File: config.mk
export PLATFORM = sky130hd
export DESIGN_NAME = imm_gen_pipe
export DESIGN_NICKNAME = d
export VERILOG_FILES = /design/src/rtl/imm_gen_pipe.sv
export SDC_FILE = /design/constraint.sdc
export NUM_CORES = 1
export LEC_CHECK = 0
export CAP_MARGIN = 20
export CELL_PAD_IN_SITES_DETAIL_PLACEMENT = 1
export CELL_PAD_IN_SITES_GLOBAL_PLACEMENT = 2
export CORE_ASPECT_RATIO = 1.4
export CORE_MARGIN = 4
export CORE_UTILIZATION = 28
export DETAILED_ROUTE_END_ITERATION = 8
export PLACE_DENSITY = 0.69
export SYNTH_ARGS = -nofsm -noshare
export SYNTH_HDL_FRONTEND = slang
export SYNTH_SLANG_ARGS = --single-unit
File: constraint.sdc
create_clock -name clk_i -period 6.45 [get_ports clk_i]
set_input_delay 0.645 -clock clk_i [delete_from_list [all_inputs] [get_ports clk_i]]
set_output_delay 0.645 -clock clk_i [all_outputs]
set_load 0.05 [all_outputs]
File: src/rtl/imm_gen_pipe.sv
// Buffered immediate generator: decodes instruction immediates at push and queues them with a tag.
// Optional compressed (RVC) immediates for sel 8/9/10 are built only when IMM_RVC_EN is defined.
module imm_gen_pipe #(
    parameter int XLEN  = 32,
    parameter int DEPTH = 4,
    parameter int TAG_W = 5
) (
    input  logic                       clk_i,
    input  logic                       rst_i,
    input  logic                       flush_i,
    input  logic                       in_valid_i,
    output logic                       in_ready_o,
    input  logic [3:0]                 sel_imm_i,
    input  logic [31:0]                instr_i,
    input  logic [TAG_W-1:0]           tag_i,
    output logic                       out_valid_o,
    input  logic                       out_ready_i,
    output logic [XLEN-1:0]            imm_o,
    output logic [TAG_W-1:0]           tag_o,
    output logic                       illegal_o,
    output logic [$clog2(DEPTH):0]     count_o
);

    localparam int PW = $clog2(DEPTH);
    localparam int CW = PW + 1;

    logic [XLEN-1:0]  r_imm [DEPTH];
    logic [TAG_W-1:0] r_tag [DEPTH];
    logic             r_ill [DEPTH];
    logic [PW-1:0]    r_wptr;
    logic [PW-1:0]    r_rptr;
    logic [CW-1:0]    r_count;

    logic             w_push;
    logic             w_pop;
    logic             w_empty;
    logic [XLEN:0]    w_dec;

    // Every format is first built as a 32-bit value; widening to XLEN is then a plain sign extension
    // (Z keeps bit 31 clear, so it stays zero-extended).
    function automatic logic [XLEN:0] decode(input logic [31:0] instr, input logic [3:0] sel);
        logic [31:0] v;
        logic        ill;
        v   = 32'd0;
        ill = 1'b0;
        case (sel)
            4'd0: v = {{20{instr[31]}}, instr[31:20]};
            4'd1: v = {{20{instr[31]}}, instr[31:25], instr[11:7]};
            4'd2: v = {{19{instr[31]}}, instr[31], instr[7], instr[30:25], instr[11:8], 1'b0};
            4'd3: v = {instr[31:12], 12'd0};
            4'd4: v = {{11{instr[31]}}, instr[31], instr[19:12], instr[20], instr[30:21], 1'b0};
            4'd5: v = {27'd0, instr[19:15]};
`ifdef IMM_RVC_EN
            4'd8: v = {{26{instr[12]}}, instr[12], instr[6:2]};
            4'd9: v = {{20{instr[12]}}, instr[12], instr[8], instr[10:9], instr[6], instr[7],
                       instr[2], instr[11], instr[5:3], 1'b0};
            4'd10: v = {{23{instr[12]}}, instr[12], instr[6:5], instr[2], instr[11:10],
                        instr[4:3], 1'b0};
`endif
            default: begin
                v   = 32'd0;
                ill = 1'b1;
            end
        endcase
        return {ill, XLEN'($signed(v))};
    endfunction

    assign w_empty     = (r_count == CW'(0));
    assign in_ready_o  = !rst_i && (r_count < CW'(DEPTH));
    assign out_valid_o = !w_empty;
    assign w_push      = in_valid_i & in_ready_o;
    assign w_pop       = out_valid_o & out_ready_i;
    assign w_dec       = decode(instr_i, sel_imm_i);
    assign count_o     = r_count;

    // FIFO storage, pointers and occupancy; flush outranks any concurrent push or pop.
    always_ff @(posedge clk_i or posedge rst_i) begin
        if (rst_i) begin
            r_wptr  <= PW'(0);
            r_rptr  <= PW'(0);
            r_count <= CW'(0);
            for (int i = 0; i < DEPTH; i++) begin
                r_imm[i] <= XLEN'(0);
                r_tag[i] <= TAG_W'(0);
                r_ill[i] <= 1'b0;
            end
        end else if (flush_i) begin
            r_wptr  <= PW'(0);
            r_rptr  <= PW'(0);
            r_count <= CW'(0);
        end else begin
            if (w_push) begin
                r_imm[r_wptr] <= w_dec[XLEN-1:0];
                r_ill[r_wptr] <= w_dec[XLEN];
                r_tag[r_wptr] <= tag_i;
                r_wptr        <= r_wptr + PW'(1);
            end
            if (w_pop) begin
                r_rptr <= r_rptr + PW'(1);
            end
            case ({w_push, w_pop})
                2'b10:   r_count <= r_count + CW'(1);
                2'b01:   r_count <= r_count - CW'(1);
                default: r_count <= r_count;
            endcase
        end
    end

    // Head fields read as zero whenever the FIFO is empty.
    always_comb begin
        imm_o     = XLEN'(0);
        tag_o     = TAG_W'(0);
        illegal_o = 1'b0;
        if (!w_empty) begin
            imm_o     = r_imm[r_rptr];
            tag_o     = r_tag[r_rptr];
            illegal_o = r_ill[r_rptr];
        end else begin
            imm_o     = XLEN'(0);
            tag_o     = TAG_W'(0);
            illegal_o = 1'b0;
        end
    end

endmodule

==> metrics.txt <==
Final #Nets=817; fin crit period=4030 ps; syn nets=764; die area=30000 um2; Sink Count=159; Final Util=0.347; Final setup viols=0; post-synthesis cell count=713; Max Fclk=248 MHz; ys flop type=dfrtp_1; xor and xnor fraction of the mapped netlist area=0.00574; largest family of logic cells by synthesized area=simple AND/OR/NAND/NOR gates; clock latency on the worst-skew pair=420 ps; final WL=20700 um; layout cells sized above 1=0.141; Post-CTS Setup Repair Bufs=0; total CTS buffers=17; Simple-Gate Fraction of Synth Area=0.166; Pre-antenna DRT Iters=4; top post-synthesis cells by area=dfrtp_1 52%, mux4_2 11%, o21ai_0 8.5%; leakage=0.00394 uW; IO Port Bufs=81; Slew headroom=0.347; overall routing resource usage=0.143; Die Y=203 um; Fillers=2985; via count=5400; Synth Cell Area=7630 um2; grt ovf=0; FP Rows=71; average size of a mapped cell=10.7 um2; first-pass GRT wire length=33400 um; FFs w/ async S/R, synth=1.00; compound-gate portion of the synthesized area=0.121; starting density of the core=0.284; clock root cell=clkbuf_16; synth warn=0; post-route ant nets=0; core footprint=26900 um2; crit path DAT=3380 ps; Distinct cells, synth=43; CTS tree=built; H-tree levels=4; Synth area leader=dfrtp_1; Cell Pwr Density=348 nW/um2; Final Wtd Congestion=0.707; sequential element share of the synthesized area=0.521; setup TNS=0 ps; Top Ports=89; CTS Buffer Depth=2; largest net degree at the start of global routing=104; Critical Path Fanout Max=23; cts repair resizes=0; initial antenna violation count=0; vias in the first global route=5897; Peak VDD IR=0.176 mV; Worst Max-Slew Pin Slew=980 ps; final period utilization=0.625; Layout area overhead=22.4%; RSZ-0062 raised after global routing=no; Fin. Hold Viols=0; critical path required time=5800 ps; HPWL after DPL=13100 um; vias per cell=4.72; status=complete, no violations; number of synthesized flops with an enable pin=0; HP Class=reg2reg; Worst Skew=10.1 ps; max cap viols=0; clk slew on worst S/H paths=70 ps; crit start category=register; die width=148 um; Antenna Cells=0; Iter 0 DRT Violations=170; share of the synthesized area in the top cell type=0.521; endpoint class of the critical path=primary output; flops & latches, synth=159; # DRC=0; mux contribution to synthesized area=0.143; adder-cell share of the synthesized area=0.0105; Final Max Tran Viols=0; WS Path Type=reg2out; CTS Hold Bufs=0; drt wl/cell=18.1 um
## cell usage in the layout, fill, tap and decap left out, types with 7 or more instances in the layout
cell	instances
and4b_1	8
a211o_1	8
inv_6	7
nor4bb_1	8
clkdlybuf4s50_1	81
nand2_1	159
mux4_2	38
mux2_2	20
buf_4	10
clkbuf_16	17
dfrtp_1	157
and2_1	39
o21ai_0	129
a21oi_1	8
nor2_1	12
a21o_1	11
## layout make-up
class	count	area, um2	area share
clock inverter	13	151	0.0162
sequential	159	3980	0.426
multi-input combinational	493	3410	0.364
clock buffer	19	443	0.0474
inverter	4	20.0	0.00214
timing repair buffer	91	886	0.0948
tap	365	457	0.0489
## power breakdown
part,internal (uW),switching [uW],leakage (uW)
Clock,590,432,0.000284
Combinational,411,572,0.00149
Sequential,1130,118,0.00216
## state kept, by name (all words and copies together) (netlist names)
register and cells:
count_o 3, r_ill 4, r_rptr 2, r_tag 20
r_wptr 2, r_imm 128
## cells in the mapped netlist, types with 2 or more instances
library cell  instances
nor2_1               12
nand2_1             159
and4b_1               8
dfrtp_1             159
nor2b_1               2
xnor2_1               2
a211o_1               8
xor2_1                3
a21o_1               11
nand2_2               3
inv_1                 4
nand3_1               5
o21ai_0             129
mux2_2               20
a21oi_1               8
mux4_2               38
nor4bb_1              8
clkbuf_1             42
o21ai_1               4
nand2b_1              6
ha_1                  4
buf_2                14
and2_1               39
a31oi_1               6
## through the flow
step                      instance area [um2]  total power, uW  hold WS, ps  instances  worst slack, ps
final                                    9340             3250          475       1144             2420
after global routing                     9340             3440          506       1144             2180
after CTS                                9340             3330          483       1144             2290
after detailed placement                 8750             2290          468       1112             2770
after global placement                   8750             2270          457       1112             2780
after floorplan                          7630             1950          445        713             1510
## cells by family (layout without fill, tap and decap cells)
kind of cell | count (synthesis) | after routing
DFF | 159 | 159
xor gates and xnor gates | 5 | 5
buffers and inverters | 61 | 127
muxes | 59 | 59
AOI/OAI and AO/OA | 169 | 169
adders and majority gates | 6 | 6
and+or+nand+nor | 254 | 254
## metal layers
layer | vias to the layer above | share of wire | track usage
met2 | 66 | 0.52 | 0.252
met1 | 2723 | 0.45 | 0.180
met5 | - | 0 | 0
li1 | 2595 | - | -
met3 | 16 | 0.021 | 0.0231
met4 | 0 | 0.015 | 0.0430
## worst paths after layout
path                            start         end  slack (ps)  cells after the start
max                         r_rptr[0]   illegal_o        2420                      4
min in group asynchronous       rst_i  count_o[2]         980                      2
min                         r_imm[66]   r_imm[66]         480                      2
max reg2reg                count_o[2]   r_tag[10]        4120                      3
min reg2reg                 r_imm[66]   r_imm[66]         480                      2
max in group asynchronous       rst_i  r_imm[107]        4060                      3
## critical path, cell delays in order, from the launching register on
cell and delay [ps]:
dfrtp_2 920, buf_4 530, mux4_2 590, and2_1 180
clkdlybuf4s50_1 710
Note: power is estimated with default switching activity, not from simulation.
